==> config.mk <==
export PLATFORM = sky130hd
export DESIGN_NAME = waterfall_write_ctrl
export DESIGN_NICKNAME = d
export VERILOG_FILES = /design/src/rtl/waterfall_pkg.sv /design/src/rtl/waterfall_write_ctrl_slot_addr_map.sv /design/src/rtl/waterfall_write_ctrl.sv
export SDC_FILE = /design/constraint.sdc
export NUM_CORES = 1
export LEC_CHECK = 0
export ABC_CLOCK_PERIOD_IN_PS = 2200
export CAP_MARGIN = 20
export CORE_UTILIZATION = 30
export DETAILED_ROUTE_END_ITERATION = 8
export PLACE_DENSITY = 0.54
export SETUP_SLACK_MARGIN = 0.4
export SKIP_CTS_REPAIR_TIMING = 1
export SLEW_MARGIN = 0
export SYNTH_ARGS = -nofsm -noshare
export SYNTH_HDL_FRONTEND = slang
export SYNTH_HIERARCHICAL = 1
export SYNTH_SLANG_ARGS = --single-unit
==> constraint.sdc <==
create_clock -name clk -period 2.2 [get_ports clk]
set_clock_uncertainty 0.05 [all_clocks]
set_input_delay 0.44 -clock clk [delete_from_list [all_inputs] [get_ports clk]]
set_output_delay 0.44 -clock clk [all_outputs]
set_load 0.03 [all_outputs]
==> src/rtl/waterfall_pkg.sv <==
// Shared waterfall constants and write-controller state type.
// The display-side coordinate mapper imports the same package.
package waterfall_pkg;

  localparam int unsigned NO_FFTS        = 50;
  localparam int unsigned NO_BANKS       = 2;
  localparam int unsigned RAM_ADDR_WIDTH = 12;
  localparam int unsigned IDX_WIDTH      = $clog2(NO_FFTS);

  typedef enum logic [0:0] {
    S_FILL,
    S_HOLD
  } state_e;

endpackage

==> src/rtl/waterfall_write_ctrl_slot_addr_map.sv <==
// Ring slot + bin -> one-hot bank and per-bank address.
// The display-side reader uses the same block, so both sides agree on the layout.
module slot_addr_map #(
  parameter int unsigned NO_FFTS        = 50,
  parameter int unsigned LINE           = 128,
  parameter int unsigned IDX_WIDTH      = 6,
  parameter int unsigned BIN_WIDTH      = 8,
  parameter int unsigned NO_BANKS       = 2,
  parameter int unsigned RAM_ADDR_WIDTH = 12
) (
  input  logic [IDX_WIDTH-1:0]      slot,
  input  logic [BIN_WIDTH-1:0]      bin,
  output logic [NO_BANKS-1:0]       bank,
  output logic [RAM_ADDR_WIDTH-1:0] addr
);

  localparam int unsigned Half = NO_FFTS / 2;

  logic        upper;
  logic [31:0] row;

  // Slots 0..Half-1 live in bank 0, the rest in bank 1 at the same row offsets.
  always_comb begin
    upper = 32'(slot) >= Half;
    row   = upper ? 32'(slot) - Half : 32'(slot);
    bank  = upper ? NO_BANKS'(2) : NO_BANKS'(1);
    addr  = RAM_ADDR_WIDTH'(row * LINE + 32'(bin));
  end

endmodule

==> src/rtl/waterfall_write_ctrl.sv <==
// Writes the positive-frequency half of each FFT line into the waterfall ring and
// advances the oldest-line index only on a display frame boundary.
module waterfall_write_ctrl #(
  parameter int unsigned FFT_SIZE       = 256,
  parameter int unsigned DATA_WIDTH     = 4,
  parameter int unsigned NO_FFTS        = waterfall_pkg::NO_FFTS,
  parameter int unsigned NO_BANKS       = waterfall_pkg::NO_BANKS,
  parameter int unsigned RAM_ADDR_WIDTH = waterfall_pkg::RAM_ADDR_WIDTH
) (
  input  logic                       clk,
  input  logic                       reset,
  input  logic                       s_valid,
  output logic                       s_ready,
  input  logic [DATA_WIDTH-1:0]      s_data,
  input  logic                       s_last,
  input  logic                       frame_start,
  output logic [NO_BANKS-1:0]        wr_bank,
  output logic [RAM_ADDR_WIDTH-1:0]  wr_addr,
  output logic [DATA_WIDTH-1:0]      wr_data,
  output logic [$clog2(NO_FFTS)-1:0] oldest_fft_idx,
  output logic                       line_done,
  output logic                       sync_err
);

  import waterfall_pkg::*;

  localparam int unsigned BinW = $clog2(FFT_SIZE);
  localparam int unsigned IdxW = $clog2(NO_FFTS);
  localparam int unsigned Line = FFT_SIZE / 2;

  state_e                    state_q, state_d;
  logic [BinW-1:0]           bin_q, bin_d;
  logic [IdxW-1:0]           idx_q, idx_d;
  logic [NO_BANKS-1:0]       wr_bank_q, wr_bank_d;
  logic [RAM_ADDR_WIDTH-1:0] wr_addr_q, wr_addr_d;
  logic [DATA_WIDTH-1:0]     wr_data_q, wr_data_d;
  logic                      line_done_q, line_done_d;
  logic                      sync_err_q, sync_err_d;

  logic [NO_BANKS-1:0]       map_bank;
  logic [RAM_ADDR_WIDTH-1:0] map_addr;
  logic                      accept, keep, at_end;

  slot_addr_map #(
    .NO_FFTS        (NO_FFTS),
    .LINE           (Line),
    .IDX_WIDTH      (IdxW),
    .BIN_WIDTH      (BinW),
    .NO_BANKS       (NO_BANKS),
    .RAM_ADDR_WIDTH (RAM_ADDR_WIDTH)
  ) u_slot_addr_map (
    .slot (idx_q),
    .bin  (bin_q),
    .bank (map_bank),
    .addr (map_addr)
  );

  assign s_ready = (state_q == S_FILL) && !reset;
  assign accept  = s_valid && s_ready;
  assign keep    = 32'(bin_q) < Line;
  assign at_end  = 32'(bin_q) == FFT_SIZE - 1;

  always_comb begin
    state_d     = state_q;
    bin_d       = bin_q;
    idx_d       = idx_q;
    wr_bank_d   = '0;
    wr_addr_d   = wr_addr_q;
    wr_data_d   = wr_data_q;
    line_done_d = 1'b0;
    sync_err_d  = sync_err_q;
    unique case (state_q)
      S_FILL: begin
        if (accept) begin
          if (keep) begin
            wr_bank_d = map_bank;
            wr_addr_d = map_addr;
            wr_data_d = s_data;
          end
          if (at_end) begin
            // A full-length line counts even if s_last is missing.
            state_d     = S_HOLD;
            bin_d       = '0;
            line_done_d = 1'b1;
            if (!s_last) sync_err_d = 1'b1;
          end else if (s_last) begin
            // Short line: resync on the next beat, same slot, no advance.
            sync_err_d = 1'b1;
            bin_d      = '0;
          end else begin
            bin_d = bin_q + BinW'(1);
          end
        end
      end
      S_HOLD: begin
        if (frame_start) begin
          idx_d   = (32'(idx_q) == NO_FFTS - 1) ? '0 : idx_q + IdxW'(1);
          state_d = S_FILL;
        end
      end
      default: state_d = S_FILL;
    endcase
  end

  always_ff @(posedge clk) begin
    if (reset) begin
      state_q     <= S_FILL;
      bin_q       <= '0;
      idx_q       <= '0;
      wr_bank_q   <= '0;
      wr_addr_q   <= '0;
      wr_data_q   <= '0;
      line_done_q <= 1'b0;
      sync_err_q  <= 1'b0;
    end else begin
      state_q     <= state_d;
      bin_q       <= bin_d;
      idx_q       <= idx_d;
      wr_bank_q   <= wr_bank_d;
      wr_addr_q   <= wr_addr_d;
      wr_data_q   <= wr_data_d;
      line_done_q <= line_done_d;
      sync_err_q  <= sync_err_d;
    end
  end

  assign wr_bank        = wr_bank_q;
  assign wr_addr        = wr_addr_q;
  assign wr_data        = wr_data_q;
  assign oldest_fft_idx = idx_q;
  assign line_done      = line_done_q;
  assign sync_err       = sync_err_q;

endmodule

Word-level counts from Yosys, hierarchy flattened
Index checks and enable logic that the tools add are counted.
W data, S select, Z words.
{"block": "op_classes", "n_addsub": 4, "magnitude_cmp": 2, "n_eq_ne": 3, "n_mux": 12, "bitwise_logic": 3, "reduce_logical": 10}
{"operator": "$mux W8", "count": 2}
{"operator": "$add A12 B8 Y12", "count": 1}
{"operator": "$add A8 B1 Y8 const B", "count": 1}
{"operator": "$eq A8 B8 Y1 const B", "count": 1}
{"operator": "$lt A8 B8 Y1 const B", "count": 1}
{"operator": "$add A6 B1 Y6 const B", "count": 1}
{"operator": "$eq A6 B6 Y1 const B", "count": 1}
{"operator": "$ge A6 B5 Y1 const B", "count": 1}
{"operator": "$mux W1", "count": 6}
{"operator": "$mux W6", "count": 1}
{"operator": "$mux W5", "count": 1}
{"operator": "$sub A5 B5 Y5 const B", "count": 1}
{"operator": "$reduce_and A2 Y1", "count": 2}
{"operator": "$reduce_and A4 Y1", "count": 1}
{"operator": "$reduce_or A4 Y1", "count": 1}
{"operator": "$not A1 Y1", "count": 3}
{"operator": "$reduce_and A3 Y1", "count": 1}
{"operator": "$logic_and A1 B1 Y1", "count": 2}
{"operator": "$mux W2", "count": 1}
{"operator": "$ne A2 B2 Y1 const B", "count": 1}
{"operator": "$pmux W1 S2", "count": 1}
{"operator": "$reduce_bool A2 Y1", "count": 1}
{"operator": "$reduce_or A2 Y1", "count": 1}
{"operator": "$logic_not A1 Y1", "count": 1}
{"block": "totals", "regBits": 35, "in_bits": 9, "wordCells": 42}

Depth between registers and ports, before layout
Gate-level depths: netlist of run 1.
{"block": "logic_depth", "ltp_word": 5, "mapped_depth": 11, "mapped_depth_nobuf": 11}

Cells and area by module
The synthesis of run 1 kept the hierarchy.
{"mod": "waterfall_write_ctrl", "instances": 1, "cells_each": 167, "area_each_um2": 1445.1}
{"mod": "slot_addr_map", "instances": 1, "cells_each": 37, "area_each_um2": 290.3}

Worst setup path after synthesis of run 1
Ideal clock, no wire load.
{"block": "synth_timing", "kind": "register to register", "startpoint": "register idx_q[1], in the netlist oldest_fft_idx[1]", "endpoint": "register wr_addr_q[11], in the netlist wr_addr[11]", "arrival_time_ns": 2.371, "required_ns": 2.018, "path_slack_ns": -0.353, "stages_incl_launch_ff": 12, "synth_period_minus_slack_ns": 2.553, "path_cell_list": "dfxtp_1 -> inv_1 -> ha_1 -> or3b_4 -> a31oi_4 -> xnor2_1 -> ha_1 -> ha_1 -> nand3_1 -> xor2_1 -> nand2_1 -> a21oi_1"}
{"block": "synth_via", "elab_chain_len": 3}
{"element": "start, declared", "line": "waterfall_write_ctrl.sv:33", "text": "logic [IdxW-1:0] idx_q, idx_d;"}
{"element": "start signal, assigned", "line": "waterfall_write_ctrl.sv:118", "text": "idx_q <= idx_d;"}
{"element": "$sub A5 B5 Y5 / $ge A6 B5 Y1 (equally long branches)", "line": "waterfall_write_ctrl_slot_addr_map.sv:25, waterfall_write_ctrl_slot_addr_map.sv:24"}
{"element": "$mux W5 *", "line": "waterfall_write_ctrl_slot_addr_map.sv:25", "text": "row = upper ? 32'(slot) - Half : 32'(slot);"}
{"element": "$add A12 B8 Y12 *", "line": "waterfall_write_ctrl_slot_addr_map.sv:27", "text": "addr = RAM_ADDR_WIDTH'(row * LINE + 32'(bin));"}
{"element": "via map_addr[11]", "line": "waterfall_write_ctrl.sv:41", "text": "logic [RAM_ADDR_WIDTH-1:0] map_addr;"}
{"element": "end signal, assigned", "line": "waterfall_write_ctrl.sv:120", "text": "wr_addr_q <= wr_addr_d;"}
{"element": "end, declared", "line": "waterfall_write_ctrl.sv:35", "text": "logic [RAM_ADDR_WIDTH-1:0] wr_addr_q, wr_addr_d;"}
Mark *: on every way through the listed nets, which the timed path passes. The rest lies on a longest branch.
A chain may end at the register's enable or synchronous reset.

Worst setup path in the final report of run 1
Same ends and word-level chain as after synthesis.

==> flow_summary.yaml, run 1 <==
cts:
  cts_root_buf: "clkbuf_8"
  worst_setup_hold_path_clk_slew_ns: 0.08
  h_tree_levels: 2
  cts_tree: "yes"
  clk_path_buf_depth: 2
  cts_buffers: 5
  cts_num_sinks: 35
  clkLatencyLatePin_ns: 0.29
floorplanning:
  core_um2: 5540
  rows: 27
  die_h_um: 78.1
  top_level_i_o_count: 36
  initial_utilization_pct: 31.3
  floorplan.die.width_um: 78.1
  dieArea_um2: 6090
power_and_ir_drop:
  share_comb_of_total_power_pct: 8.0
  share_of_power_burned_in_registers_pct: 45.8
  power_mw: 1.41
  p_sw_share_pct: 21.9
  cellPowerDensity_nw_per_um2: 552
  net-switching-power_mw: 0.308
  leakagePower_nw: 1.30
  vdd_ir_drop_max_uv: 217
  p_int_mw: 1.10
  clockPowerShare_pct: 46.2
critical_path:
  cp-start-kind: "flop"
  critical_path_peak_fanout: 3
  critPathArrivalTime_ns: 2.36
  reg2reg_depth: 10
  worstReg2RegEnd: "wr_addr[11]"
  critical_path.endpoint_type: "flop"
  regToRegStartpoint: "oldest_fft_idx[1]"
  startpoint: "oldest_fft_idx[1]"
  cp.required_ns: 2.38
  setup.worst_path.class: "flop to flop"
  r2r_setup_slack_ns: 0.02
placed_design:
  placement.io_buffers: 35
  detailedPlacementHpwl_mm: 2.72
  place.detailed.instances: 308
  pre_cts_ws_ns: -0.158
  routability_congestion_estimate: 0.731
global_routing:
  grt.overflow.total: 0
  wire_length_of_the_first_global_routing_pass_mm: 6.81
  use_met2_pct: 22.2
  vias_in_the_first_global_route: 1483
  initial_antenna_violation_count: 0
  groute.layer.met1.usage_pct: 17.8
  grt-busiest-layer: "met2"
  global_route.usage.total_pct: 14.2
  grt.met3_usage_pct: 4.42
  grt_max_degree: 19
hold_path:
  worst_hold_path.endpoint: "wr_addr[0]"
  hp-start: "wr_addr[0]"
  whs_path_depth: 2
  timing.hold.worst.class: "flop to flop"
logic_synthesis:
  yosysWarningCount: 6
  synthDistinctLibCells: 42
  synthesis.area_um2: 1740
  synthesis.nets: 220
  average_instance_area_after_synthesis_um2: 8.51
  synth_sequential_area_ratio_pct: 40.4
  ys_seq_elements: 35
  synthCells: 204
routing:
  firstDrtPassIters: 4
  ant_nets: 0
  dr.first_iter.drc_count: 62
  detail_route.vias_per_cell: 4.96
  totalWireLength_mm: 4.10
  drc_violation_count_after_routing: 0
  routedWlPerCell_um: 12.7
  total_via_count_after_detailed_routing: 1601
timing:
  worst_slew_margin_rel_pct: 55.1
  period_minus_slack_ns: 2.18
  finalMaxSlewViolations: 0
  post-route-worst-setup-slack_ns: 0.0182
  max_slew.worst_pin.slew_ns: 0.671
  total_of_endpoints_with_negative_setup_slack_in_the_final_report: 0
  max_freq_ghz: 0.458
  totalNegativeSetupSlack_ns: 0
  min_period_over_period_pct: 99.2
  timing.final.hold_violations: 0
  rsz0062_at_grt: "yes"
layout:
  syn2layout_area_growth_pct: 46.9
  final-instance-count-excl-fill: 323
  finish.net_count: 266
  mostFrequentLayoutCell: "nand2_1"
  antennaDiodeCount: 0
  post_route_cells_drive_above_1_share_pct: 20.7
  most-common-layout-cells: "nand2_1 (38), dfxtp_1 (32), dlymetal6s2s_1 (25)"
run_status:
  status: "complete, no violations"
job:
  maxCapViolations: 0
-- cell type report --
type	count	area, µm²
fill	566	2990
multi-input combinational	142	991
sequential	35	709
timing repair buffer	56	588
clock buffer	7	97.6
tap	72	90.1
inverter	10	42.5
clock inverter	1	30.0
-- synthesized netlist by cell type, drive strengths merged --
| cell type | number | area share, % |
|---|---|---|
| nand2 | 38 | 8.2 |
| o2111ai | 1 | 0.50 |
| inv | 10 | 2.2 |
| nor2 | 3 | 0.65 |
| nand4 | 1 | 0.36 |
| or4 | 5 | 2.2 |
| or3 | 5 | 1.8 |
| or4b | 1 | 0.58 |
| or2 | 1 | 0.36 |
| xnor2 | 3 | 1.5 |
| a211oi | 1 | 0.43 |
| buf | 10 | 4.3 |
| o221ai | 1 | 0.50 |
| nor2b | 2 | 0.72 |
| nand2b | 1 | 0.36 |
| o31ai | 7 | 3.0 |
| and2 | 2 | 0.72 |
| nor3b | 2 | 1.2 |
| mux2i | 2 | 1.2 |
| xor2 | 4 | 2.0 |
| nand3 | 9 | 2.6 |
| or3b | 2 | 1.2 |
| o21ai | 6 | 1.7 |
| o21bai | 1 | 0.43 |
| a221oi | 6 | 3.0 |
| nor3 | 2 | 0.58 |
| a211o | 1 | 0.50 |
| dfxtp | 35 | 40 |
| clkbuf | 7 | 1.6 |
| o21a | 1 | 0.43 |
| ha | 7 | 5.0 |
| a21oi | 22 | 6.3 |
| a31oi | 2 | 1.6 |
| nor4b | 1 | 0.86 |
| o41ai | 1 | 0.50 |
| a311oi | 1 | 0.50 |
-- worst max path at each step --
stage / end / depth (start not counted) / slack (ns)
finish: wr_addr[11] / 10 / 0.02
global placement: bin_q[6] / 4 / -0.12
detailed placement: bin_q[5] / 4 / -0.16
floorplan: wr_addr[11] / 11 / 0.04
CTS: wr_addr[11] / 11 / 0.005
global route: wr_addr[11] / 10 / -0.13
-- critical path, cell delays in order, from the launching register on --
cell	delay, ns
dfxtp_4	0.35
inv_4	0.08
ha_4	0.12
or3b_4	0.39
a31oi_4	0.26
mux2i_4	0.33
ha_4	0.17
nand3_2	0.06
xor2_1	0.14
nand2_1	0.07
a21oi_2	0.10
-- state kept, by name, summed over array words and instances (netlist names) --
signal,cells
bin_q,8
wr_data,4
oldest_fft_idx,6
state_q,1
sync_err,1
wr_addr,12
wr_bank,2
line_done,1
-- cells by family (layout without fill, tap and decap cells) --
family | after synthesis | in the layout | share of synthesized area [%]
buf+inv | 27 | 74 | 8.07
mux | 2 | 2 | 1.15
flops | 35 | 35 | 40.4
fa+ha+maj | 7 | 7 | 5.05
xor+xnor | 7 | 7 | 3.53
compound gates | 51 | 51 | 19.5
simple gates | 75 | 75 | 22.3
-- layer usage --
| metal | share of wire, % | vias up |
|---|---|---|
| met1 | 47 | 755 |
| met3 | 4.5 | 6 |
| met5 | 0 | - |
| met2 | 47 | 30 |
| met4 | 1.6 | 0 |
| li1 | - | 810 |
-- power groups by stage --
stage | sequential [mW] | clock [mW] | combinational [mW]
finish | 0.644 | 0.650 | 0.113
global route | 0.645 | 0.706 | 0.122
CTS | 0.644 | 0.671 | 0.104
global placement | 0.659 | 0 | 0.103
floorplan | 0.670 | 0 | 0.0441
detailed placement | 0.659 | 0 | 0.103
-- stage by stage --
step	area, µm²	utilization, %	hold slack [ns]
after global placement	2220	40.1	0.394
after floorplan	1780	-	0.431
after detailed placement	2220	40.1	0.396
after global routing	2550	46.0	0.425
after CTS	2350	42.4	0.407
final	2550	46.0	0.401
Note: power is estimated with default switching activity, not from simulation.
==> inputs of run 2 (changes only) <==
CORE_MARGIN = 2   (was unset)
==> flow_summary.yaml, run 2 (synthesized netlist as in run 1, its figures left out) <==
critical_path:
  cp-start-kind: "flop"
  setup.worst_path.class: "flop to flop"
  cpMaxStageDelayCell: "or3b_4"
  cpLargestDelayFamily: "simple AND/OR/NAND/NOR gates"
  cp.required_ns: 2.37
  critPathArrivalTime_ns: 2.34
  crit_path_max_incr_delay_ns: 0.39
  critical_path.endpoint_type: "flop"
  path_common_cell: "ha_4"
  critical_path_peak_fanout: 3
  path_buf_inv: 1
  timing.critical_path.cells: "inv_2, ha_4, or3b_4, a31oi_4, xnor2_1, ha_2, ha_4, nand3_2, xor2_1, nand2_1, a21oi_1"
layout:
  register_area_um2: 711
  multi_input_area_um2: 968
  post_route_cells_drive_above_1_share_pct: 19.0
  final.fill_count: 581
  final-instance-count-excl-fill: 319
  mostFrequentLayoutCell: "nand2_1"
  final_util_pct: 43.7
  syn2layout_area_growth_pct: 39.6
  number_of_flip_flops_in_the_largest_register: 12
  antennaDiodeCount: 0
  finish.net_count: 262
  fin_area_um2: 2420
  most-common-layout-cells: "nand2_1 (38), dfxtp_1 (31), dlymetal6s2s_1 (24)"
cts:
  clk_path_buf_depth: 2
  worst_setup_hold_path_clk_slew_ns: 0.07
  cts_buffers: 5
  clkLatencyLatePin_ns: 0.29
  h_tree_levels: 2
  cts_tree: "yes"
  cts_root_buf: "clkbuf_8"
  cts_num_sinks: 35
routing:
  dr.first_iter.drc_count: 50
  drc_violation_count_after_routing: 0
  ant_nets: 0
  totalWireLength_mm: 4.02
  routedWlPerCell_um: 12.6
  firstDrtPassIters: 4
  total_via_count_after_detailed_routing: 1548
  detail_route.vias_per_cell: 4.85
power_and_ir_drop:
  clockPowerShare_pct: 38.3
  net-switching-power_mw: 0.309
  share_of_power_burned_in_registers_pct: 52.9
  cellPowerDensity_nw_per_um2: 502
  vdd_ir_drop_max_uv: 226
  share_comb_of_total_power_pct: 8.8
  p_int_mw: 0.907
  leakagePower_nw: 1.22
  p_sw_share_pct: 25.4
job:
  maxCapViolations: 0
timing:
  min_period_over_period_pct: 98.5
  finalMaxSlewViolations: 0
  hold-worst-slack_ns: 0.400
  period_minus_slack_ns: 2.17
  worst_slew_margin_rel_pct: 53.2
  max_freq_ghz: 0.462
  max_slew.worst_pin.slew_ns: 0.699
  rsz0062_at_grt: "yes"
  timing.final.hold_violations: 0
  total_of_endpoints_with_negative_setup_slack_in_the_final_report: 0
placed_design:
  detailedPlacementHpwl_mm: 2.70
  routability_congestion_estimate: 0.688
  placement.io_buffers: 35
  place.detailed.instances: 309
  placed_cell_area_um2: 2230
floorplanning:
  top_level_i_o_count: 36
  die_h_um: 80.1
  core_um2: 5540
  rows: 27
  initial_utilization_pct: 31.3
  dieArea_um2: 6410
  floorplan.die.width_um: 80.1
run_status:
  status: "complete, no violations"
global_routing:
  vias_in_the_first_global_route: 1402
  grt_max_degree: 22
  global_route.usage.total_pct: 13.1
  initial_antenna_violation_count: 0
  wire_length_of_the_first_global_routing_pass_mm: 6.58
  grt.overflow.total: 0
hold_path:
  timing.hold.worst.class: "flop to flop"
[run 2: power by group through the flow]
stage / registers [mW] / logic [mW] / clock network, mW
2_1_floorplan: 0.670 / 0.0441 / 0
3_3_place_gp: 0.659 / 0.105 / 0
3_5_place_dp: 0.659 / 0.105 / 0
4_1_cts: 0.644 / 0.105 / 0.487
5_1_grt: 0.645 / 0.117 / 0.509
6_report: 0.644 / 0.107 / 0.465
[run 2: path summary, 6_finish.rpt]
| kind | from | to | slack, ns | cells after the start |
|---|---|---|---|---|
| max reg2reg | oldest_fft_idx[0] | wr_addr[11] | 0.03 | 11 |
| max | oldest_fft_idx[0] | wr_addr[11] | 0.03 | 11 |
| min reg2reg | wr_data[3] | wr_data[3] | 0.40 | 2 |
| min | wr_data[3] | wr_data[3] | 0.40 | 2 |
[run 2: cell type report]
cell class | instances | area share, %
Clock buffer | 6 | 3.00
Timing Repair Buffer | 51 | 21.8
Inverter | 10 | 1.65
Tap cell | 72 | 3.72
Multi-Input combinational cell | 143 | 40.0
Sequential cell | 35 | 29.3
Clock inverter | 2 | 0.517
[run 2: stage by stage]
stage	power, mW	TNS [ns]	setup slack (ns)
global route	1.27	-0.188	-0.116
floorplan	0.715	0	0.0353
global placement	0.763	-0.472	-0.113
finish	1.22	0	0.0341
detailed placement	0.764	-0.539	-0.138
CTS	1.24	-0.0154	-0.0154
[run 2: worst reg2reg max path, delay by kind of cell (launching register included)]
family          cells  cell delay, ns
fa+ha+maj           3            0.49
buf+inv             1            0.07
compound gates      2            0.32
xor+xnor            2            0.30
simple gates        3            0.52
flops               1            0.36
[run 2: metal layers]
metal | GRT usage, % | wire length [µm] | vias to the layer above
met5 | 0 | 0 | -
met4 | 4.58 | 64 | 0
met3 | 3.93 | 197 | 9
met2 | 20.0 | 1810 | 34
met1 | 17.5 | 1950 | 695
li1 | - | - | 810
==> inputs of run 3 (changes only) <==
CELL_PAD_IN_SITES_DETAIL_PLACEMENT = 1   (was unset)
CELL_PAD_IN_SITES_GLOBAL_PLACEMENT = 2   (was unset)
CORE_UTILIZATION = 27   (was 30)
GPL_TIMING_DRIVEN = 1   (was unset)
PLACE_DENSITY = 0.76   (was 0.54)
==> flow_summary.yaml, run 3 (synthesized netlist as in run 1, its figures left out) <==
run_status:
  status: "finished, violations left"
  failed_checks: "setup timing"
critical_path:
  path_buf_inv: 1
  r2r_setup_slack_ns: -0.11
  critPathArrivalTime_ns: 2.47
  critical_path.endpoint_type: "flop"
  reg2reg_depth: 10
  cpLargestDelayFamily: "simple AND/OR/NAND/NOR gates"
  critical_path_depth: 10
  critical_path_peak_fanout: 4
  crit_path_max_incr_delay_ns: 0.39
  cp.required_ns: 2.37
  path_common_cell: "ha_4"
  timing.critical_path.cells: "inv_4, ha_4, or3b_4, a31oi_4, mux2i_4, ha_4, nand3_2, xor2_1, nand2_1, a21oi_2"
  worstReg2RegEnd: "wr_addr[11]"
  regToRegStartpoint: "oldest_fft_idx[0]"
  setup.worst_path.class: "flop to flop"
  cp-start-kind: "flop"
  cpMaxStageDelayCell: "or3b_4"
hold_path:
  timing.hold.worst.class: "flop to flop"
  hp-start: "wr_addr[3]"
  worst_hold_path.endpoint: "wr_addr[3]"
  whs_path_depth: 2
global_routing:
  wire_length_of_the_first_global_routing_pass_mm: 7.58
  grt_max_degree: 25
  grt.overflow.total: 0
  global_route.usage.total_pct: 13.2
  vias_in_the_first_global_route: 1581
  initial_antenna_violation_count: 0
layout:
  syn2layout_area_growth_pct: 46.3
  mostFrequentLayoutCell: "nand2_1"
  finish.net_count: 266
  post_route_cells_drive_above_1_share_pct: 22.3
  antennaDiodeCount: 0
  final-instance-count-excl-fill: 328
  most-common-layout-cells: "nand2_1 (37), dfxtp_1 (31), dlymetal6s2s_1 (26)"
  number_of_flip_flops_in_the_largest_register: 12
timing:
  min_period_over_period_pct: 105
  total_of_endpoints_with_negative_setup_slack_in_the_final_report: 1
  rsz0062_at_grt: "yes"
  timing.final.hold_violations: 0
  finalMaxSlewViolations: 0
  totalNegativeSetupSlack_ns: -0.107
  post-route-worst-setup-slack_ns: -0.107
  period_minus_slack_ns: 2.31
  max_freq_ghz: 0.433
  worst_slew_margin_rel_pct: 64.2
  max_slew.worst_pin.slew_ns: 0.532
  hold-worst-slack_ns: 0.403
job:
  maxCapViolations: 0
routing:
  routedWlPerCell_um: 14.3
  detail_route.vias_per_cell: 4.89
  ant_nets: 0
  total_via_count_after_detailed_routing: 1603
  totalWireLength_mm: 4.69
  dr.first_iter.drc_count: 41
  drc_violation_count_after_routing: 0
  firstDrtPassIters: 3
cts:
  cts_num_sinks: 35
  worst_setup_hold_path_clk_slew_ns: 0.07
  h_tree_levels: 2
  cts_buffers: 5
  cts_tree: "yes"
  cts_root_buf: "clkbuf_8"
  clkLatencyLatePin_ns: 0.28
  clk_path_buf_depth: 2
floorplanning:
  die_h_um: 84.2
  rows: 29
  dieArea_um2: 7080
  top_level_i_o_count: 36
  floorplan.die.width_um: 84.2
  initial_utilization_pct: 27.6
  core_um2: 6280
placed_design:
  routability_congestion_estimate: 0.797
  placement.io_buffers: 35
  pre_cts_ws_ns: -0.0967
  detailedPlacementHpwl_mm: 3.12
  place.detailed.instances: 314
power_and_ir_drop:
  leakagePower_nw: 1.31
  vdd_ir_drop_max_uv: 376
  cellPowerDensity_nw_per_um2: 480
==> run 3: changes by cell type in the layout (fill, tap and decap cells not counted), sizes merged <==
cell	change
clkinv	+2
or3b	-1
clkdlybuf4s50	-2
dlymetal6s2s	+2
clkinvlp	-1
buf	+4
==> run 3: worst max-delay path by stage <==
stage | from | end | slack, ns
floorplan | oldest_fft_idx[1] | wr_addr[11] | 0.04
global placement | s_valid | bin_q[6] | -0.08
detailed placement | s_valid | bin_q[7] | -0.1
CTS | oldest_fft_idx[0] | wr_addr[11] | -0.06
global route | oldest_fft_idx[0] | wr_addr[11] | -0.25
finish | oldest_fft_idx[0] | wr_addr[11] | -0.11
==> run 3: worst min-delay path, cell delays in order (launching register included) <==
cell     delay (ns)
dfxtp_1        0.31
nand2_1        0.05
a21oi_1        0.05
==> run 3: power by group <==
group	internal, mW	switching [mW]	leakage (nW)	total [mW]
sequential	0.639	0.00511	0.286	0.644
clock	0.217	0.236	0.0477	0.453
combinational	0.0558	0.0648	0.982	0.121
==> run 3: cell type report <==
cell class / count / area (µm²)
inverters: 10 / 45.0
multi-input cells: 142 / 998
well taps: 77 / 96.3
clock buffers: 5 / 68.8
clock inverters: 3 / 15.0
repair buffers: 56 / 604
flip-flops and latches: 35 / 711
fillers: 725 / 3740
==> run 3: layer usage <==
| layer | up-vias | GRT usage (%) | part of all wire [%] |
|---|---|---|---|
| met5 | - | 0 | 0 |
| met4 | 0 | 3.52 | 0.87 |
| met3 | 4 | 3.34 | 3.2 |
| met2 | 23 | 21.4 | 46 |
| met1 | 767 | 17.5 | 50 |
| li1 | 809 | - | - |
==> run 3: per-stage QoR <==
step | instance area, µm² | util (%) | power, mW
3_5_place_dp | 2240 | 35.6 | 0.767
2_1_floorplan | 1780 | - | 0.715
6_report | 2540 | 40.4 | 1.22
5_1_grt | 2540 | 40.4 | 1.28
3_3_place_gp | 2240 | 35.6 | 0.766
4_1_cts | 2320 | 37.0 | 1.23
